`src/rtl/flag_register_unit_pkg.sv`:
```
// Shared types and constants for the NZCV flag register unit and its shadow stack.
package flag_register_unit_pkg;

   typedef logic [3:0] flags_t;

   localparam int unsigned FLAG_N = 3;
   localparam int unsigned FLAG_Z = 2;
   localparam int unsigned FLAG_C = 1;
   localparam int unsigned FLAG_V = 0;

   localparam flags_t FLAG_RESET_DEFAULT = 4'b0000;

   typedef enum logic [1:0] {
      ERR_NONE      = 2'd0,
      ERR_OVERFLOW  = 2'd1,
      ERR_UNDERFLOW = 2'd2,
      ERR_ILLEGAL   = 2'd3
   } err_cause_t;

   function automatic int unsigned depth_w(input int unsigned depth);
      return $clog2(depth + 1);
   endfunction

endpackage

```
`src/rtl/flag_register_unit_if.sv`:
```
// Execute-stage bus between the flag register unit and its driver / condition checker.
interface flag_register_unit_if
   import flag_register_unit_pkg::*;
#(
   parameter int unsigned SHADOW_DEPTH = 2
);
   logic                               controlInStall;
   logic                               controlInFlush;
   logic                               controlInSetFlags;
   logic                               controlInCondMet;
   flags_t                             dataInMask;
   logic                               dataInN;
   logic                               dataInZ;
   logic                               dataInC;
   logic                               dataInV;
   logic                               controlInMsrWrite;
   flags_t                             dataInMsr;
   logic                               controlInIrqSave;
   logic                               controlInIrqRestore;
   logic                               controlInErrClr;
   logic                               dataOutN;
   logic                               dataOutZ;
   logic                               dataOutC;
   logic                               dataOutV;
   logic [depth_w(SHADOW_DEPTH)-1:0]   dataOutDepth;
   logic                               dataOutStackFull;
   logic                               dataOutStackEmpty;
   logic                               dataOutStackErr;

   modport master (
      output controlInStall, controlInFlush, controlInSetFlags, controlInCondMet,
             dataInMask, dataInN, dataInZ, dataInC, dataInV,
             controlInMsrWrite, dataInMsr, controlInIrqSave, controlInIrqRestore,
             controlInErrClr,
      input  dataOutN, dataOutZ, dataOutC, dataOutV, dataOutDepth,
             dataOutStackFull, dataOutStackEmpty, dataOutStackErr
   );

   modport slave (
      input  controlInStall, controlInFlush, controlInSetFlags, controlInCondMet,
             dataInMask, dataInN, dataInZ, dataInC, dataInV,
             controlInMsrWrite, dataInMsr, controlInIrqSave, controlInIrqRestore,
             controlInErrClr,
      output dataOutN, dataOutZ, dataOutC, dataOutV, dataOutDepth,
             dataOutStackFull, dataOutStackEmpty, dataOutStackErr
   );
endinterface

```
`src/rtl/flag_register_unit_shadow_stack.sv`:
```
// LIFO of saved flag vectors for interrupt entry/return; refuses push when full and pop when empty.
module flag_shadow_stack
   import flag_register_unit_pkg::*;
#(
   parameter int unsigned DEPTH = 2
) (
   input  logic                        clk,
   input  logic                        rst,
   input  logic                        i_push,
   input  logic                        i_pop,
   input  flags_t                      i_data,
   output flags_t                      o_top_c,
   output logic [depth_w(DEPTH)-1:0]   o_depth,
   output logic                        o_full,
   output logic                        o_empty,
   output logic                        o_overflow_c,
   output logic                        o_underflow_c
);
   localparam int unsigned DEPTH_W = depth_w(DEPTH);
   localparam int unsigned IDX_W   = (DEPTH > 1) ? $clog2(DEPTH) : 1;
   localparam int unsigned MEM_N   = 1 << IDX_W;

   flags_t               r_mem [MEM_N];
   logic [DEPTH_W-1:0]   r_depth;
   logic [DEPTH_W-1:0]   w_depth_nxt;
   logic                 r_full;
   logic                 r_empty;
   logic                 w_do_push;
   logic                 w_do_pop;

   assign w_do_push     = i_push & ~r_full;
   assign w_do_pop      = i_pop & ~i_push & ~r_empty;
   assign o_overflow_c  = i_push & r_full;
   assign o_underflow_c = i_pop & ~i_push & r_empty;

   always_comb begin
      w_depth_nxt = r_depth;
      if (w_do_push)
         w_depth_nxt = r_depth + DEPTH_W'(1);
      else if (w_do_pop)
         w_depth_nxt = r_depth - DEPTH_W'(1);
   end

   // Full/empty are registered alongside depth so status never glitches.
   always_ff @(posedge clk or posedge rst) begin
      if (rst) begin
         r_depth <= '0;
         r_full  <= 1'b0;
         r_empty <= 1'b1;
      end else begin
         r_depth <= w_depth_nxt;
         r_full  <= (w_depth_nxt == DEPTH_W'(DEPTH));
         r_empty <= (w_depth_nxt == '0);
      end
   end

   // Slot contents are don't-care after reset, so the storage carries no reset.
   always_ff @(posedge clk) begin
      if (w_do_push)
         r_mem[IDX_W'(r_depth)] <= i_data;
   end

   assign o_top_c = r_mem[IDX_W'(r_depth - DEPTH_W'(1))];
   assign o_depth = r_depth;
   assign o_full  = r_full;
   assign o_empty = r_empty;

endmodule

```
`src/rtl/flag_register_unit.sv`:
```
// Architectural NZCV register: restore > MSR > masked ALU commit, with interrupt shadow stack.
// Define FLAG_BYPASS_EN to drive the flag outputs from the combinational next-flag value.
module flag_register_unit
   import flag_register_unit_pkg::*;
#(
   parameter int unsigned SHADOW_DEPTH = 2,
   parameter flags_t      FLAG_RESET   = FLAG_RESET_DEFAULT
) (
   input  logic                 clk,
   input  logic                 rst,
   flag_register_unit_if.slave  bus
);
   localparam int unsigned DEPTH_W = depth_w(SHADOW_DEPTH);

   flags_t               r_flags;
   flags_t               w_flags_nxt;
   flags_t               w_alu;
   flags_t               w_top;
   logic                 w_active;
   logic                 w_save_req;
   logic                 w_rest_req;
   logic                 w_illegal;
   logic                 w_pop_ok;
   logic                 w_msr_we;
   logic                 w_alu_we;
   logic [DEPTH_W-1:0]   w_depth;
   logic                 w_full;
   logic                 w_empty;
   logic                 w_ovf;
   logic                 w_unf;
   err_cause_t           w_err_cause;
   logic                 r_err;

   always_comb begin
      w_alu         = '0;
      w_alu[FLAG_N] = bus.dataInN;
      w_alu[FLAG_Z] = bus.dataInZ;
      w_alu[FLAG_C] = bus.dataInC;
      w_alu[FLAG_V] = bus.dataInV;
   end

   // Save and restore together cancel each other and are flagged as illegal.
   assign w_active   = ~bus.controlInStall;
   assign w_save_req = w_active & bus.controlInIrqSave & ~bus.controlInIrqRestore;
   assign w_rest_req = w_active & bus.controlInIrqRestore & ~bus.controlInIrqSave;
   assign w_illegal  = w_active & bus.controlInIrqSave & bus.controlInIrqRestore;
   assign w_pop_ok   = w_rest_req & ~w_empty;
   assign w_msr_we   = bus.controlInMsrWrite & ~bus.controlInFlush;
   assign w_alu_we   = bus.controlInSetFlags & bus.controlInCondMet & ~bus.controlInFlush;

   always_comb begin
      w_flags_nxt = r_flags;
      if (w_active) begin
         if (w_pop_ok)
            w_flags_nxt = w_top;
         else if (w_msr_we)
            w_flags_nxt = bus.dataInMsr;
         else if (w_alu_we)
            w_flags_nxt = (r_flags & ~bus.dataInMask) | (w_alu & bus.dataInMask);
      end
   end

   // Push the post-update value so an instruction retiring on interrupt entry is kept.
   flag_shadow_stack #(
      .DEPTH (SHADOW_DEPTH)
   ) u_stack (
      .clk           (clk),
      .rst           (rst),
      .i_push        (w_save_req),
      .i_pop         (w_rest_req),
      .i_data        (w_flags_nxt),
      .o_top_c       (w_top),
      .o_depth       (w_depth),
      .o_full        (w_full),
      .o_empty       (w_empty),
      .o_overflow_c  (w_ovf),
      .o_underflow_c (w_unf)
   );

   always_comb begin
      w_err_cause = ERR_NONE;
      if (w_illegal)
         w_err_cause = ERR_ILLEGAL;
      else if (w_ovf)
         w_err_cause = ERR_OVERFLOW;
      else if (w_unf)
         w_err_cause = ERR_UNDERFLOW;
   end

   always_ff @(posedge clk or posedge rst) begin
      if (rst) begin
         r_flags <= FLAG_RESET;
         r_err   <= 1'b0;
      end else begin
         r_flags <= w_flags_nxt;
         if (w_active) begin
            if (w_err_cause != ERR_NONE)
               r_err <= 1'b1;
            else if (bus.controlInErrClr)
               r_err <= 1'b0;
         end
      end
   end

`ifdef FLAG_BYPASS_EN
   assign bus.dataOutN = w_flags_nxt[FLAG_N];
   assign bus.dataOutZ = w_flags_nxt[FLAG_Z];
   assign bus.dataOutC = w_flags_nxt[FLAG_C];
   assign bus.dataOutV = w_flags_nxt[FLAG_V];
`else
   assign bus.dataOutN = r_flags[FLAG_N];
   assign bus.dataOutZ = r_flags[FLAG_Z];
   assign bus.dataOutC = r_flags[FLAG_C];
   assign bus.dataOutV = r_flags[FLAG_V];
`endif

   assign bus.dataOutDepth      = w_depth;
   assign bus.dataOutStackFull  = w_full;
   assign bus.dataOutStackEmpty = w_empty;
   assign bus.dataOutStackErr   = r_err;

endmodule

```
`src/flat_wrapper.sv`:
```
// flat-port wrapper written by rule: the top's interface ports become plain ports
module flag_register_unit_flat import flag_register_unit_pkg::*;
#(
   parameter int unsigned SHADOW_DEPTH = 2,
   parameter flags_t      FLAG_RESET   = FLAG_RESET_DEFAULT
)
  (clk, rst, bus_controlInStall, bus_controlInFlush, bus_controlInSetFlags, bus_controlInCondMet, bus_dataInMask, bus_dataInN, bus_dataInZ, bus_dataInC, bus_dataInV, bus_controlInMsrWrite, bus_dataInMsr, bus_controlInIrqSave, bus_controlInIrqRestore, bus_controlInErrClr, bus_dataOutN, bus_dataOutZ, bus_dataOutC, bus_dataOutV, bus_dataOutDepth, bus_dataOutStackFull, bus_dataOutStackEmpty, bus_dataOutStackErr);
  flag_register_unit_if #(.SHADOW_DEPTH(SHADOW_DEPTH)) bus_i ();
  input  logic clk;
  input  logic rst;
  input wire logic [$bits(bus_i.controlInStall)-1:0] bus_controlInStall;
  input wire logic [$bits(bus_i.controlInFlush)-1:0] bus_controlInFlush;
  input wire logic [$bits(bus_i.controlInSetFlags)-1:0] bus_controlInSetFlags;
  input wire logic [$bits(bus_i.controlInCondMet)-1:0] bus_controlInCondMet;
  input wire logic [$bits(bus_i.dataInMask)-1:0] bus_dataInMask;
  input wire logic [$bits(bus_i.dataInN)-1:0] bus_dataInN;
  input wire logic [$bits(bus_i.dataInZ)-1:0] bus_dataInZ;
  input wire logic [$bits(bus_i.dataInC)-1:0] bus_dataInC;
  input wire logic [$bits(bus_i.dataInV)-1:0] bus_dataInV;
  input wire logic [$bits(bus_i.controlInMsrWrite)-1:0] bus_controlInMsrWrite;
  input wire logic [$bits(bus_i.dataInMsr)-1:0] bus_dataInMsr;
  input wire logic [$bits(bus_i.controlInIrqSave)-1:0] bus_controlInIrqSave;
  input wire logic [$bits(bus_i.controlInIrqRestore)-1:0] bus_controlInIrqRestore;
  input wire logic [$bits(bus_i.controlInErrClr)-1:0] bus_controlInErrClr;
  output wire logic [$bits(bus_i.dataOutN)-1:0] bus_dataOutN;
  output wire logic [$bits(bus_i.dataOutZ)-1:0] bus_dataOutZ;
  output wire logic [$bits(bus_i.dataOutC)-1:0] bus_dataOutC;
  output wire logic [$bits(bus_i.dataOutV)-1:0] bus_dataOutV;
  output wire logic [$bits(bus_i.dataOutDepth)-1:0] bus_dataOutDepth;
  output wire logic [$bits(bus_i.dataOutStackFull)-1:0] bus_dataOutStackFull;
  output wire logic [$bits(bus_i.dataOutStackEmpty)-1:0] bus_dataOutStackEmpty;
  output wire logic [$bits(bus_i.dataOutStackErr)-1:0] bus_dataOutStackErr;
  assign bus_i.controlInStall = bus_controlInStall;
  assign bus_i.controlInFlush = bus_controlInFlush;
  assign bus_i.controlInSetFlags = bus_controlInSetFlags;
  assign bus_i.controlInCondMet = bus_controlInCondMet;
  assign bus_i.dataInMask = bus_dataInMask;
  assign bus_i.dataInN = bus_dataInN;
  assign bus_i.dataInZ = bus_dataInZ;
  assign bus_i.dataInC = bus_dataInC;
  assign bus_i.dataInV = bus_dataInV;
  assign bus_i.controlInMsrWrite = bus_controlInMsrWrite;
  assign bus_i.dataInMsr = bus_dataInMsr;
  assign bus_i.controlInIrqSave = bus_controlInIrqSave;
  assign bus_i.controlInIrqRestore = bus_controlInIrqRestore;
  assign bus_i.controlInErrClr = bus_controlInErrClr;
  assign bus_dataOutN = bus_i.dataOutN;
  assign bus_dataOutZ = bus_i.dataOutZ;
  assign bus_dataOutC = bus_i.dataOutC;
  assign bus_dataOutV = bus_i.dataOutV;
  assign bus_dataOutDepth = bus_i.dataOutDepth;
  assign bus_dataOutStackFull = bus_i.dataOutStackFull;
  assign bus_dataOutStackEmpty = bus_i.dataOutStackEmpty;
  assign bus_dataOutStackErr = bus_i.dataOutStackErr;
  flag_register_unit #(.SHADOW_DEPTH(SHADOW_DEPTH), .FLAG_RESET(FLAG_RESET)) u_core (.clk(clk), .rst(rst), .bus(bus_i));
endmodule
```
`config.mk`:
```
export PLATFORM = sky130hd
export DESIGN_NAME = flag_register_unit_flat
export DESIGN_NICKNAME = d
export VERILOG_FILES = /design/src/rtl/flag_register_unit_pkg.sv /design/src/rtl/flag_register_unit_if.sv /design/src/rtl/flag_register_unit_shadow_stack.sv /design/src/rtl/flag_register_unit.sv /design/src/flat_wrapper.sv
export SDC_FILE = /design/constraint.sdc
export NUM_CORES = 1
export LEC_CHECK = 0
export BUFFER_PORTS_ARGS = -buffer_cell sky130_fd_sc_hd__buf_4
export CAP_MARGIN = 30
export CORE_MARGIN = 2
export CORE_UTILIZATION = 40
export CTS_CLUSTER_SIZE = 20
export DETAILED_ROUTE_END_ITERATION = 8
export GPL_TIMING_DRIVEN = 0
export PLACE_DENSITY = 0.68
export SETUP_SLACK_MARGIN = 0.15
export SYNTH_ARGS = -nofsm -noshare
export SYNTH_HDL_FRONTEND = slang
export SYNTH_SLANG_ARGS = --single-unit
```
`constraint.sdc`:
```
create_clock -name clk -period 3.05 [get_ports clk]
set_input_delay 0.61 -clock clk [delete_from_list [all_inputs] [get_ports clk]]
set_output_delay 0.61 -clock clk [all_outputs]
set_load 0.005 [all_outputs]
```
# After elaboration in Yosys (flattened, before gate mapping)
# Memory sizes are Yosys's and may differ from the RTL's.
# Cells that the tools add are included.
[word_totals]
regBits = 9
ram_bits = 8
output_inout_bits = 9
wordCells = 51
n_memories = 1
[classes]
add_sub_neg = 2
n_eq_ne = 1
mux = 13
n_bitwise = 25
reduce_logical = 4
[memory_table]
columns = ["name", "depth", "word_bits", "rd", "rd_ports_with_merged_regs", "write_ports", "line", "source"]
rows = [
  ["u_core.u_stack.r_mem", 2, 4, 1, 0, 1, "flag_register_unit_shadow_stack.sv:23", "flags_t r_mem [MEM_N];"],
]
[op_table]
columns = ["op", "n"]
rows = [
  ["4-bit two-way mux", 4],
  ["1-bit AND", 14],
  ["2-bit two-way mux", 5],
  ["4-bit AND", 2],
  ["1-bit inverter", 7],
  ["1-bit two-way mux", 4],
  ["4-bit inverter", 1],
  ["4-bit OR", 1],
  ["2-bit nonzero test", 2],
  ["2-bit by 1-bit adder with 2-bit output (second input constant)", 1],
  ["2-bit == test (second input constant)", 1],
  ["2-bit zero test", 1],
  ["2-bit AND reduction", 1],
  ["2-bit by 1-bit subtractor with 2-bit output (second input constant)", 1],
]

# Depth between registers and ports, before layout
[depth]
word_depth = 12
depth_mapped = 4
ltp_nobuf = 3

# Hierarchy
# A second synthesis with hierarchy kept.
[hier_totals]
hier_cells = 94
hier_area_um2 = 1026.0
[modules_own_cells]
columns = ["module", "n_inst", "cells_per_inst", "area_per_inst_um2"]
rows = [
  ["flag_shadow_stack", 1, 42, 559.3],
  ["flag_register_unit", 1, 52, 466.7],
]

# Worst setup path after synthesis
# OpenSTA, ideal clock, no wires.
[synth_path]
path_kind = "input to register"
start = "in bus_controlInCondMet"
end = "mem u_core.u_stack.r_mem[0][0] (netlist bit), data pin"
setup_time_ns = 0.234
t_arrival_ns = 1.408
required_ns = 2.816
path_slack_ns = 1.408
cell_stages = 4
path_cell_list = "and3b_1 > buf_2 > and4b_1 > o41ai_1"
[synth_between]
elab_chain_cells = 6
[synth_lines]
columns = ["element", "line", "source"]
rows = [
  ["start: declaration", "flat_wrapper.sv:14", "input wire logic [$bits(bus_i.controlInCondMet)-1:0] bus_controlInCondMet;"],
  ["1-bit AND (2 in a row)", "flag_register_unit.sv:49", "assign w_alu_we = bus.controlInSetFlags & bus.controlInCondMet & ~bus.controlInFlush;"],
  ["4-bit two-way mux", "flag_register_unit.sv:58", "else if (w_alu_we)"],
  ["4-bit two-way mux", "flag_register_unit.sv:56", "else if (w_msr_we)"],
  ["4-bit two-way mux", "flag_register_unit.sv:54", "if (w_pop_ok)"],
  ["4-bit two-way mux", "flag_register_unit.sv:53", "if (w_active) begin"],
  ["net u_core.u_stack.i_data[0]", "flag_register_unit_shadow_stack.sv:11", "input flags_t i_data,"],
  ["end: declaration", "flag_register_unit_shadow_stack.sv:23", ""],
]
# The timed path passes the listed nets, and every way through them passes these cells.

# Final worst setup path
[layout_path]
start = "reg u_core.u_stack.r_empty (netlist: u_core.u_stack.o_empty)"
end = "mem u_core.u_stack.r_mem[0][1] (netlist bit), data pin"
[layout_between]
elab_chain_cells = 4
[layout_lines]
columns = ["element", "line", "source"]
rows = [
  ["start: declaration", "flag_register_unit_shadow_stack.sv:27", "logic r_empty;"],
  ["start signal: assignment", "flag_register_unit_shadow_stack.sv:53", "r_empty <= (w_depth_nxt == '0);"],
  ["1-bit inverter", "flag_register_unit.sv:47", "assign w_pop_ok = w_rest_req & ~w_empty;"],
  ["1-bit AND", "flag_register_unit.sv:47", ""],
  ["4-bit two-way mux", "flag_register_unit.sv:54", ""],
  ["4-bit two-way mux", "flag_register_unit.sv:53", ""],
  ["net u_core.u_stack.i_data[1]", "flag_register_unit_shadow_stack.sv:11", ""],
]
# The timed path passes the listed nets, and every way through them passes these cells.

==> flow_results.org <==
** Status
- The flow ran to the end, and the final reports show no timing, DRC or antenna violations.

** Placed design
- Port Buffer Count :: 30
- Summed over all nets, the half-perimeter wirelength after detailed placement is 1487 um.
- OpenSTA, run right after detailed placement, puts the worst setup slack at 1018 ps.
- Placer's final routability congestion estimate :: 0.7276
- Including well taps, the total number of placed cells is 132.

** Worst setup path
- At the worst endpoint, the required time is 3060 ps.
- Crit-path leading delay family :: compound AO/OA/AOI/OAI gates
- Capturing element type of the critical path :: register
- Library cell contributing the largest single delay on the critical path :: sky130_fd_sc_hd__o41ai_1
- Number of buffers and inverters on the critical path :: 0
- R2r worst-path depth :: 3
- Worst setup path class :: register to register
- The endpoint identified for the worst register-to-register timing path is u_core.u_stack.r_mem[0][1].
- The signal on the critical path passes through or3b_4, nand2b_1, o41ai_1.
- Worst EP arrival :: 1780 ps
- Largest stage delay on the critical path :: 630 ps
- Category of the worst setup path launch point :: register
- Setup slack on the worst reg-to-reg path comes out at 1280 ps.
- In this run the worst path has a maximum fanout of 5.
- Worst r2r src :: u_core.u_stack.o_empty

** Timing
- Headroom to the max-slew limit :: 60.55%
- Clock skew on the completed layout was measured at 0.7702 ps.
- F_max :: 0.5657 GHz
- The tightest hold path in the finished design has a slack of 288.9 ps.
- The worst path meets setup with 1282 ps of slack.
- Post-layout min period :: 1768 ps
- Setup violations remaining at the end of the flow were counted as 0.
- Aggregate negative setup slack :: 0 ps
- Number of hold-slack violations in the final timing report :: 0
- Share of the clock period used by the worst path :: 57.95%
- Tightest Pin Transition :: 584.2 ps
- Setup repair after global routing left no endpoint under its margin.
- The final count of pins violating max slew was 0.

** Drt
- In the routed design, unresolved DRC markers number 0.
- Detailed routing inserted a total of 714 vias.
- The first TritonRoute pass finished after 4 iterations.
- After detailed routing, the total wire length is 1767 um.
- Once detail routing completed, the nets flagged for antenna violations numbered 0.
- Routed wire length per instance :: 12.99 um
- Initial DRC Count :: 12
- Via/cell ratio :: 5.250

** Synthesis
- Post-synthesis sequential element count :: 17
- Register area share after synthesis :: 52.46%
- Count of unique library cells instantiated by Yosys :: 27
- The average instance in the mapped netlist occupies 12.02 um^2.
- In the synthesized netlist, the number of instances is 74.
- Number of synthesis warnings :: 0
- Summing every instance area after synthesis gives 889.6 um^2.
- Area share of the largest cell type after synthesis :: 27.00%
- Total nets after synthesis :: 96
- Post-synthesis cell type with the largest combined area :: sky130_fd_sc_hd__edfxtp_1
- By area the synthesized netlist is led by sky130_fd_sc_hd__edfxtp_1 27%, sky130_fd_sc_hd__dfrtp_1 23%, sky130_fd_sc_hd__mux2i_1 7.9%.

** Floorplanning
- After floorplanning, the core was divided into 17 placement rows.
- Vertical die dimension :: 51.16 um
- Floorplan core area :: 2148 um^2
- In this run the count of I/O pins placed on the die edge is 31.
- The initial utilization of the core area, before any placement, comes to 41.41%.
- The floorplan step set the die width to 51.16 um.
- Die outline area :: 2617 um^2

** CTS
- The later pin in the worst-skew pair is clocked with a latency of 280 ps.
- Clock-pin slew was measured on the worst setup and hold paths at 100 ps.
- Sinks on the clock net :: 17
- The clock passes through at most 2 buffers.
- CTS built an H-tree with a depth of 1.
- Post-CTS sizing :: 0
- TritonCTS clock tree :: built
- The tree is rooted in a sky130_fd_sc_hd__clkbuf_4.
- Post-cts hold buffer count :: 0
- Buffers inserted during clock tree synthesis total 3.
- Post-CTS Setup Inserts :: 0

** Cells and area
- Total of fill cells in the finished design :: 204
- Non-Filler Instances :: 136
- Register cell area after layout :: 466.7 um^2
- 0 antenna diodes ended up in the layout.
- Cells fill 54.92% of the core in the end.
- Most common library cell in the layout ignoring fill and taps :: sky130_fd_sc_hd__buf_4
- Proportion of layout cells with a drive suffix above 1 :: 37.04%
- From synthesis to final layout, the design area changed by 32.63%.
- Footprint of the multi-input gates :: 394.1 um^2
- In the layout the commonest cells are 30 x sky130_fd_sc_hd__buf_4, 8 x sky130_fd_sc_hd__dfrtp_1, 8 x sky130_fd_sc_hd__edfxtp_1.
- At the end of the flow, the number of nets in the layout was 131.

** Job
- Across the run, the number of max-cap violations was 0.

** GRT
- Number of global-route vias before repair :: 684
- Overflow left after global routing :: 0
- In the global route stage, overall resource usage came out at 15.08%.
- The initial antenna violation count came to 0.
- First-pass GRT wire length :: 2960 um
- Entering global routing, the biggest net connects 12 pins.

** Worst hold path
- Hold Path Class :: input port to async pin

** Power
- Summed over all cells, the static leakage comes to 0.5272 nW.
- Dividing total power by cell area gives a power density of 626.8 nW/um^2.
- Largest vdd supply drop :: 0.4498 mV
==> worst max-delay path by stage <==
stage	startpoint	end	slack (ps)	cells past startpoint
2_1_floorplan	bus_controlInCondMet	u_core.u_stack.r_mem[0][0]	1410	4
3_3_place_gp	bus_controlInIrqRestore	u_core.u_stack.r_mem[0][0]	1030	4
3_5_place_dp	bus_controlInIrqRestore	u_core.u_stack.r_mem[0][0]	1020	4
4_1_cts	u_core.u_stack.o_empty	u_core.u_stack.r_mem[1][0]	1290	3
5_1_grt	u_core.u_stack.o_empty	u_core.u_stack.r_mem[1][1]	1150	3
6_report	u_core.u_stack.o_empty	u_core.u_stack.r_mem[0][1]	1280	3
==> report_power, final <==
part | internal (mW) | leakage [nW] | switching, mW
clock network | 0.0497 | 0.0139 | 0.0711
registers | 0.305 | 0.181 | 0.0433
logic | 0.150 | 0.333 | 0.121
==> flip-flops by register name, indices dropped and copies added (netlist names) <==
register,count
u_core.r_flags,4
u_core.u_stack.r_mem,8
u_core.bus.dataOutStackErr,1
u_core.u_stack.o_depth,2
u_core.u_stack.o_full,1
u_core.u_stack.o_empty,1
==> per-stage QoR <==
| step | total power [mW] | cell area, um^2 |
|---|---|---|
| floorplan | 0.5023 | 889.6 |
| global placement | 0.6207 | 1150 |
| detailed placement | 0.6304 | 1150 |
| CTS | 0.7506 | 1180 |
| global route | 0.7878 | 1180 |
| finish | 0.7396 | 1180 |
==> per-layer routing <==
metal	vias up	track usage (%)	share of wire (%)
met3	0	3.509	4.6
met4	0	2.703	0
met1	346	19.25	42
met2	15	26.19	53
met5	-	0	0
li1	353	-	-
==> synth_stat cells <==
master and instances:
sky130_fd_sc_hd__dfrtp_1 8, sky130_fd_sc_hd__edfxtp_1 8, sky130_fd_sc_hd__mux2i_1 7, sky130_fd_sc_hd__nor2_1 6
sky130_fd_sc_hd__a211oi_1 4, sky130_fd_sc_hd__and4b_1 4, sky130_fd_sc_hd__inv_1 4, sky130_fd_sc_hd__nand2_1 4
sky130_fd_sc_hd__o31a_1 4, sky130_fd_sc_hd__o41ai_1 4, sky130_fd_sc_hd__and2_1 2, sky130_fd_sc_hd__buf_2 2
sky130_fd_sc_hd__nand2b_1 2, sky130_fd_sc_hd__o2bb2ai_1 2, sky130_fd_sc_hd__a21oi_1 1, sky130_fd_sc_hd__and3b_1 1
sky130_fd_sc_hd__clkbuf_1 1, sky130_fd_sc_hd__dfstp_2 1, sky130_fd_sc_hd__nor2b_1 1, sky130_fd_sc_hd__nor3_1 1
sky130_fd_sc_hd__nor4b_2 1, sky130_fd_sc_hd__nor4b_4 1, sky130_fd_sc_hd__o21a_1 1, sky130_fd_sc_hd__o21ai_0 1
sky130_fd_sc_hd__o31ai_1 1, sky130_fd_sc_hd__or3b_4 1, sky130_fd_sc_hd__xnor2_1 1
==> layout make-up <==
class,count,area share [%]
timing repair buffer,30,19.09
multi-input combinational,50,33.40
tap,28,2.969
clock inverter,1,0.6363
sequential,17,39.55
buffer,3,1.166
inverter,4,1.273
clock buffer,3,1.909
==> logic make-up after synthesis <==
logic type	synth area share (%)
and+or+nand+nor	19.41
AOI/OAI and AO/OA	16.03
buffers and inverters	3.234
DFF	52.46
muxes	7.877
xor gates and xnor gates	0.9847
Power figures use the tool's default switching activity.
